===== config.mk =====
export PLATFORM = sky130hd
export DESIGN_NAME = adc_scan_ctrl
export DESIGN_NICKNAME = d
export VERILOG_FILES = /design/src/rtl/adc_scan_ctrl_pkg.sv /design/src/rtl/adc_percent_map.sv /design/src/rtl/adc_scan_ctrl.sv
export SDC_FILE = /design/constraint.sdc
export NUM_CORES = 1
export LEC_CHECK = 0
export CAP_MARGIN = 20
export CORE_ASPECT_RATIO = 0.5
export CORE_MARGIN = 2
export CORE_UTILIZATION = 25
export CTS_CLUSTER_DIAMETER = 200
export DETAILED_ROUTE_END_ITERATION = 10
export GPL_TIMING_DRIVEN = 0
export REMOVE_ABC_BUFFERS = 1
export SLEW_MARGIN = 40
export SYNTH_ARGS = -nofsm -noshare
export SYNTH_HDL_FRONTEND = slang
export SYNTH_SLANG_ARGS = --single-unit

===== constraint.sdc =====
create_clock -name clk -period 3 [get_ports clk]
set_input_delay 0.9 -clock clk [delete_from_list [all_inputs] [get_ports clk]]
set_output_delay 0.9 -clock clk [all_outputs]
set_load 0.03 [all_outputs]

===== src/rtl/adc_scan_ctrl_pkg.sv =====
// Shared types and constants for the ADC scan sequencer.
// Holds the FSM state encoding and the percent scaling defaults.
package adc_scan_ctrl_pkg;

    typedef enum logic [2:0] {
        IDLE,
        WAIT_TICK,
        SELECT,
        START,
        CONV,
        STORE,
        NEXT
    } state_t;

    localparam int PERCENT_FULL  = 100;
    localparam int DEFAULT_DIV   = 4;
    localparam int DEFAULT_RANGE = PERCENT_FULL / DEFAULT_DIV;

endpackage


===== src/rtl/adc_percent_map.sv =====
// Combinational map of a raw ADC sample to 0..100 percent with saturation flag.
// Zero latency; no flow control.
module adc_percent_map
    import adc_scan_ctrl_pkg::*;
#(
    parameter int N   = 8,
    parameter int DIV = DEFAULT_DIV
) (
    input  logic [N-1:0] data,
    output logic [N-1:0] percent,
    output logic         sat
);

    localparam int RANGE = PERCENT_FULL / DIV;
    localparam int PW    = N + $clog2(DIV);

    logic [PW-1:0] prod;

    always_comb begin
        prod    = PW'(data) * PW'(DIV);
        percent = prod[N-1:0];
        sat     = 1'b0;
        if (data > N'(RANGE)) begin
            percent = N'(PERCENT_FULL);
            sat     = 1'b1;
        end
    end

endmodule


===== src/rtl/adc_scan_ctrl.sv =====
// Periodic round-robin ADC scan: select, start pulse, wait eoc or timeout, publish percent.
// One registered result per channel; ticks arriving mid-scan are dropped and flagged.
module adc_scan_ctrl
    import adc_scan_ctrl_pkg::*;
#(
    parameter int N          = 8,
    parameter int CH         = 4,
    parameter int DIV        = DEFAULT_DIV,
    parameter int SAMPLE_DIV = 1000,
    parameter int TIMEOUT    = 255
) (
    input  logic                  clk,
    input  logic                  rst,
    input  logic                  en,
    input  logic                  adc_eoc,
    input  logic [N-1:0]          adc_data,
    output logic [$clog2(CH)-1:0] adc_sel,
    output logic                  adc_start,
    output logic [N-1:0]          percent,
    output logic                  sat,
    output logic [$clog2(CH)-1:0] ch_out,
    output logic                  valid,
    output logic                  timeout_err,
    output logic                  scan_done,
    output logic                  overrun
);

    localparam int SW = $clog2(CH);
    localparam int TW = $clog2(SAMPLE_DIV);
    localparam int CW = $clog2(TIMEOUT + 1);
    localparam logic [SW-1:0] LAST_CH = SW'(CH - 1);

    state_t        state;
    logic [TW-1:0] tick_cnt;
    logic [CW-1:0] conv_cnt;
    logic [SW-1:0] idx;
    logic          tick;
    logic [N-1:0]  map_percent;
    logic          map_sat;

    assign tick    = en && (state != IDLE) && (tick_cnt == TW'(SAMPLE_DIV - 1));
    assign overrun = tick && (state != WAIT_TICK);

    adc_percent_map #(.N(N), .DIV(DIV)) u_map (
        .data    (adc_data),
        .percent (map_percent),
        .sat     (map_sat)
    );

    always_ff @(posedge clk or posedge rst) begin
        if (rst) begin
            state       <= IDLE;
            tick_cnt    <= '0;
            conv_cnt    <= '0;
            idx         <= '0;
            adc_sel     <= '0;
            adc_start   <= 1'b0;
            percent     <= '0;
            sat         <= 1'b0;
            ch_out      <= '0;
            valid       <= 1'b0;
            timeout_err <= 1'b0;
            scan_done   <= 1'b0;
        end else begin
            adc_start   <= 1'b0;
            valid       <= 1'b0;
            timeout_err <= 1'b0;
            scan_done   <= 1'b0;

            // Free-running sample timer; keeps counting through a scan so overruns are visible.
            if (state == IDLE)
                tick_cnt <= '0;
            else if (en)
                tick_cnt <= tick ? '0 : tick_cnt + 1'b1;

            case (state)
                IDLE: begin
                    if (en)
                        state <= WAIT_TICK;
                end
                WAIT_TICK: begin
                    if (!en) begin
                        state    <= IDLE;
                        tick_cnt <= '0;
                    end else if (tick) begin
                        state   <= SELECT;
                        idx     <= '0;
                        adc_sel <= '0;
                    end
                end
                SELECT: begin
                    adc_start <= 1'b1;
                    state     <= START;
                end
                START: begin
                    conv_cnt <= '0;
                    state    <= CONV;
                end
                CONV: begin
                    if (adc_eoc) begin
                        percent <= map_percent;
                        sat     <= map_sat;
                        ch_out  <= idx;
                        valid   <= 1'b1;
                        state   <= STORE;
                    end else if (conv_cnt == CW'(TIMEOUT - 1)) begin
                        percent     <= '0;
                        sat         <= 1'b1;
                        timeout_err <= 1'b1;
                        ch_out      <= idx;
                        valid       <= 1'b1;
                        state       <= STORE;
                    end else begin
                        conv_cnt <= conv_cnt + 1'b1;
                    end
                end
                STORE: begin
                    scan_done <= (idx == LAST_CH);
                    state     <= NEXT;
                end
                NEXT: begin
                    // en is only honoured here, so a channel in flight always completes.
                    if (idx == LAST_CH) begin
                        idx   <= '0;
                        state <= en ? WAIT_TICK : IDLE;
                    end else begin
                        idx <= idx + 1'b1;
                        if (en) begin
                            adc_sel <= idx + 1'b1;
                            state   <= SELECT;
                        end else begin
                            state <= IDLE;
                        end
                    end
                end
                default: state <= IDLE;
            endcase
        end
    end

endmodule


==> results.sh, run 1 <==
export IMPL_drv_slew=0
export IMPL_drc=0
export IMPL_portBuffers=27
export IMPL_finalNonFillerCells=315
export IMPL_worst_pin_slew_ps=738
export IMPL_worstSetupPathType="in -> out"
export IMPL_grt_antenna_before_repair=0
export IMPL_status="completed"
export IMPL_relSlewSlack_pct=50.5
export IMPL_totalWireLength_mm=3.78
export IMPL_synthCells=191
export IMPL_die_h_um=65.3
export IMPL_core_um2=7290
export IMPL_cp_cell_sequence="clkdlybuf4s15_2 -> nand3_2 -> nor4b_2 -> clkdlybuf4s15_2"
export IMPL_grt_overflow_total=0
export IMPL_final_cell_mix="dfrtp_1, clkdlybuf4s50_1, nor2_1"
export IMPL_layout_setup_ws_ps=113
export IMPL_critPathSlowestCell="clkdlybuf4s15_2"
export IMPL_synthAdderAreaFrac_pct=2.66
export IMPL_post_route_period_util_pct=96.2
export IMPL_drive_gt1_share_pct=9.59
export IMPL_leakagePower_nw=1.03
export IMPL_gp_congestion=0.786
export IMPL_cts_sinks=38
export IMPL_fp_dieW_um=127
export IMPL_start_util_pct=25.8
export IMPL_synth_xor_area_share_pct=4.66
export IMPL_routedWlPerCell_um=12.0
export IMPL_placed_area_um2=2260
export IMPL_place_ws_ps=-954
export IMPL_clock_path_buffers=2
export IMPL_htreeDepth=2
export IMPL_ys_types=45
export IMPL_antenna_left=0
export IMPL_grt_pass1_vias=1437
export IMPL_cpPeakStageDelay_ps=330
export IMPL_clk_pin_slew_worst_paths_ps=50
export IMPL_synthArstFlopShare_pct=100
export IMPL_multi_input_area_um2=883
export IMPL_cts_resized=9
export IMPL_rsz0062_at_grt="no"
export IMPL_final_seq_area_um2=951
export IMPL_layout_commonest_cell="dfrtp_1"
export IMPL_fin_util_pct=33.9
export IMPL_syn_area_um2=1880
export IMPL_setup_tns_ps=0
export IMPL_die_area_um2=8270
export IMPL_grt_start_max_net_pins=22
export IMPL_cts_root_buf="clkbuf_16"
export IMPL_startpoint_type="input port"
export IMPL_power_density_nw_per_um2=909
export IMPL_period_minus_slack_ps=2890
export IMPL_synth_edf_count=0
export IMPL_first_pass_iters=4
export IMPL_setup_viol=0
export IMPL_critPathRequiredTime_ps=2100
export IMPL_num_vias=1495
export IMPL_arrival_ps=1990
export IMPL_critPathBufInv=2
export IMPL_min_path_type="reg -> reg"
export IMPL_synth_top_family_by_area="simple AND/OR/NAND/NOR gates"
export IMPL_grt_pass1_wl_mm=6.69
export IMPL_cts_buffers=5
export IMPL_syn2layout_area_growth_pct=31.5
export IMPL_final_hold_viol_count=0
export IMPL_vdd_drop_max_v=0.000298
export IMPL_n_fill_cell=696
export IMPL_synth_compound_area_share_pct=12.0
export IMPL_dp_cells=307
export IMPL_antenna_cells=0
export IMPL_skew_ps=5.56
export IMPL_synth_ff_type="dfrtp_1"
export IMPL_synth_avg_cell_area_um2=9.85
export IMPL_drt_iter0_markers=105
export IMPL_timing_hold_ws_ps=478
export IMPL_fmax_mhz=346
export IMPL_design_area_um2=2470
export IMPL_path_delay_family="buffers and inverters"
export IMPL_finalPower_mw=2.25
export IMPL_cp_end_kind="output port"
export IMPL_hpwl_mm=2.79
export IMPL_post_drt_via_cell_ratio=4.75
export IMPL_cts_tree="done"
export IMPL_crit_path_max_fanout=13
export IMPL_path_common_cell="clkdlybuf4s15_2"
export IMPL_drv_cap=0
export IMPL_rows=22
export IMPL_num_io_pins=30
export IMPL_insertion_delay_ps=280
export IMPL_synth_seq_cells=38
export IMPL_ys_warn_count=0
export IMPL_synthMuxAreaShare_pct=2.79
export IMPL_grt_usage_pct=10.3
export IMPL_yosys_area_share_simple_pct=23.9
export IMPL_ys_seq_area_share_pct=50.6
export IMPL_final_nets=234
export IMPL_post_cts_buffers=0
export IMPL_holdBufCountCts=0
==> path summary, 6_finish.rpt <==
kind | cells past startpoint | slack (ps) | to | startpoint
max in group asynchronous | 3 | 1610 | percent[2] | rst
min in group asynchronous | 2 | 940 | percent[5] | rst
max reg2reg | 4 | 940 | conv_cnt[1] | state[1]
max | 4 | 110 | overrun | en
min reg2reg | 1 | 480 | adc_sel[0] | adc_sel[0]
min | 1 | 480 | adc_sel[0] | adc_sel[0]
==> cells by family (layout without fill, tap and decap cells) <==
family / count (synthesis) / count (layout)
muxes: 5 / 5
AOI/OAI and AO/OA: 32 / 32
xor gates and xnor gates: 10 / 10
buffers and inverters: 14 / 41
other: 1 / 2
adders and majority gates: 4 / 4
DFF: 38 / 38
and+or+nand+nor: 87 / 87
==> state kept, by name (all words and copies together), names as in the netlist, 2 cells and up <==
name,flops
idx,2
ch_out,2
tick_cnt,10
percent,6
state,3
adc_sel,2
conv_cnt,8
==> where the power goes <==
group	total (mW)	internal, mW	switching (mW)
clock	0.695	0.499	0.197
sequential	0.817	0.655	0.162
combinational	0.736	0.325	0.411
total	2.25	1.48	0.769
==> cell type report <==
cell class / count / share of cell area, %
timing repair buffer: 28 / 12.1
multi-input combinational: 140 / 35.7
sequential: 38 / 38.5
inverter: 5 / 0.759
clock inverter: 2 / 2.43
tap: 96 / 4.86
clock buffer: 6 / 5.62
==> synthesized netlist by cell type, types with 4 or more instances <==
| master | count | area share (%) |
|---|---|---|
| a21o_1 | 4 | 1.6 |
| clkbuf_1 | 6 | 1.2 |
| xnor2_1 | 7 | 3.3 |
| nand3_1 | 5 | 1.3 |
| ha_1 | 4 | 2.7 |
| nor3_1 | 11 | 2.9 |
| dfrtp_1 | 38 | 51 |
| a21oi_1 | 6 | 1.6 |
| nor2_1 | 24 | 4.8 |
| o21ai_0 | 4 | 1.1 |
| nand4_1 | 6 | 2.0 |
| nand2_1 | 17 | 3.4 |
| o22ai_1 | 4 | 1.3 |
| inv_1 | 5 | 1.0 |
==> per-layer routing <==
layer | GRT usage, % | part of all wire [%]
met1 | 13.2 | 48
met2 | 15.8 | 46
met3 | 2.77 | 3.8
met4 | 5.77 | 2.4
met5 | 0 | 0
(Power assumes the default switching activity.)
==> run 2: changes to the inputs <==
--- a/config.mk
+++ b/config.mk
@@ -6,12 +6,15 @@
 export NUM_CORES = 1
 export LEC_CHECK = 0
 export CAP_MARGIN = 20
+export CELL_PAD_IN_SITES_DETAIL_PLACEMENT = 1
+export CELL_PAD_IN_SITES_GLOBAL_PLACEMENT = 1
 export CORE_ASPECT_RATIO = 0.5
 export CORE_MARGIN = 2
 export CORE_UTILIZATION = 25
 export CTS_CLUSTER_DIAMETER = 200
 export DETAILED_ROUTE_END_ITERATION = 10
 export GPL_TIMING_DRIVEN = 0
+export PLACE_DENSITY_LB_ADDON = 0.1
 export REMOVE_ABC_BUFFERS = 1
 export SLEW_MARGIN = 40
 export SYNTH_ARGS = -nofsm -noshare
==> constraint.sdc (replaced) <==
create_clock -name clk -period 3.6 [get_ports clk]
set_input_delay 1.08 -clock clk [delete_from_list [all_inputs] [get_ports clk]]
set_output_delay 1.08 -clock clk [all_outputs]
set_load 0.03 [all_outputs]
==> results.sh, run 2 (same netlist as run 1, synthesis figures left out) <==
export IMPL_syn2layout_area_growth_pct=29.4
export IMPL_r2r_start="state[1]"
export IMPL_drc=0
export IMPL_drv_slew=0
export IMPL_startpoint_type="input port"
export IMPL_rsz0062_at_grt="no"
export IMPL_post_drt_via_cell_ratio=4.68
export IMPL_setup_viol=0
export IMPL_leakagePower_nw=1.02
export IMPL_num_io_pins=30
export IMPL_grt_pass1_wl_mm=7.89
export IMPL_die_h_um=65.3
export IMPL_gp_congestion=0.721
export IMPL_reg_largest_list="tick_cnt (10), conv_cnt (8), percent (6)"
export IMPL_worstSetupPathType="in -> out"
export IMPL_core_um2=7290
export IMPL_grt_start_max_net_pins=39
export IMPL_layout_setup_ws_ps=219
export IMPL_r2r_end="conv_cnt[1]"
export IMPL_insertion_delay_ps=280
export IMPL_antenna_cells=0
export IMPL_start_util_pct=25.8
export IMPL_layout_commonest_cell="dfrtp_1"
export IMPL_skew_ps=2.27
export IMPL_wl_met2_mm=1.98
export IMPL_antenna_left=0
export IMPL_drive_gt1_share_pct=8.72
export IMPL_dr_wl_met3_um=184
export IMPL_portBuffers=27
export IMPL_cp_end_kind="output port"
export IMPL_crit_path_max_fanout=13
export IMPL_grt_antenna_before_repair=0
export IMPL_post_cts_buffers=0
export IMPL_critPathRequiredTime_ps=2520
export IMPL_first_pass_iters=4
export IMPL_arrival_ps=2300
export IMPL_final_nets=233
export IMPL_totalWireLength_mm=4.52
export IMPL_largest_reg_flops=10
export IMPL_htreeDepth=2
export IMPL_fp_dieW_um=127
export IMPL_final_cell_mix="dfrtp_1, clkdlybuf4s50_1, nor2_1"
export IMPL_hpwl_mm=3.20
export IMPL_cts_buffers=5
export IMPL_rr_worst_depth=4
export IMPL_grt_pass1_vias=1541
export IMPL_cts_sinks=38
export IMPL_clock_path_buffers=2
export IMPL_routedWlPerCell_um=14.4
export IMPL_fin_util_pct=33.4
export IMPL_drt_iter0_markers=30
export IMPL_die_area_um2=8270
export IMPL_min_from="adc_sel[0]"
export IMPL_power_density_nw_per_um2=778
export IMPL_drv_cap=0
export IMPL_period_minus_slack_ps=3380
export IMPL_n_fill_cell=805
export IMPL_whs_endpoint="adc_sel[0]"
export IMPL_grt_usage_pct=12.1
export IMPL_vdd_drop_max_v=0.000257
export IMPL_cts_root_buf="clkbuf_16"
export IMPL_cp_startpoint="en"
export IMPL_rows=22
export IMPL_fmax_mhz=296
export IMPL_min_path_type="reg -> reg"
export IMPL_min_delay_path_depth=1
export IMPL_final_hold_viol_count=0
export IMPL_status="completed"
export IMPL_num_vias=1471
export IMPL_reg2reg_slack_ps=1440
export IMPL_met1_length_mm=2.33
export IMPL_largest_register="tick_cnt"
export IMPL_grt_overflow_total=0
export IMPL_top_layer_used="met4"
export IMPL_post_route_period_util_pct=93.9
export IMPL_clk_pin_slew_worst_paths_ps=60
export IMPL_cts_tree="done"
export IMPL_place_ws_ps=-769
-- run 2: metal layers --
layer  GRT usage, %  vias up
met5              0        -
met4           2.88        0
met3           3.99        2
met2           19.2       21
li1               -      732
met1           16.2      716
-- run 2: layout make-up --
type	instances	area, µm²	area share [%]
Tap cell	96	120	4.94
Multi-Input combinational cell	140	876	36.0
Clock buffer	6	139	5.71
Inverter	5	21.3	0.874
Sequential cell	38	951	39.1
Clock inverter	2	60.1	2.47
Timing Repair Buffer	27	267	11.0
-- run 2: worst max path at each step --
stage	cells past startpoint	slack, ps	endpoint
6_report	4	220	overrun
5_1_grt	4	110	overrun
4_1_cts	4	20	overrun
3_5_place_dp	4	-770	overrun
3_3_place_gp	4	-770	overrun
2_1_floorplan	2	250	overrun
-- run 2: where the power goes --
group | total (mW) | internal, mW | switching, mW
Combinational | 0.610 | 0.267 | 0.344
Sequential | 0.689 | 0.545 | 0.144
Clock | 0.593 | 0.416 | 0.177
-- run 2: worst max-delay path: stages --
cell and delay (ps):
clkdlybuf4s15_2 330, nand3_1 240, nor4b_1 370, clkbuf_2 270
-- run 2: timing repair --
action | CTS | global route
pin swaps | 0 | 0
cloned | 0 | 0
resized for setup | 4 | 3
setup endpoints to repair | 1 | 1
hold buffers | 0 | 0
-- run 2: through the flow --
stage	hold WS, ps	instances	cell area [µm²]	total power [mW]	TNS [ps]
after floorplan	500	183	1840	1.07	0
after global placement	466	306	2230	1.30	-775
after detailed placement	479	306	2230	1.32	-769
after CTS	498	314	2430	1.93	0
after global routing	509	314	2430	2.03	0
final	487	314	2430	1.89	0
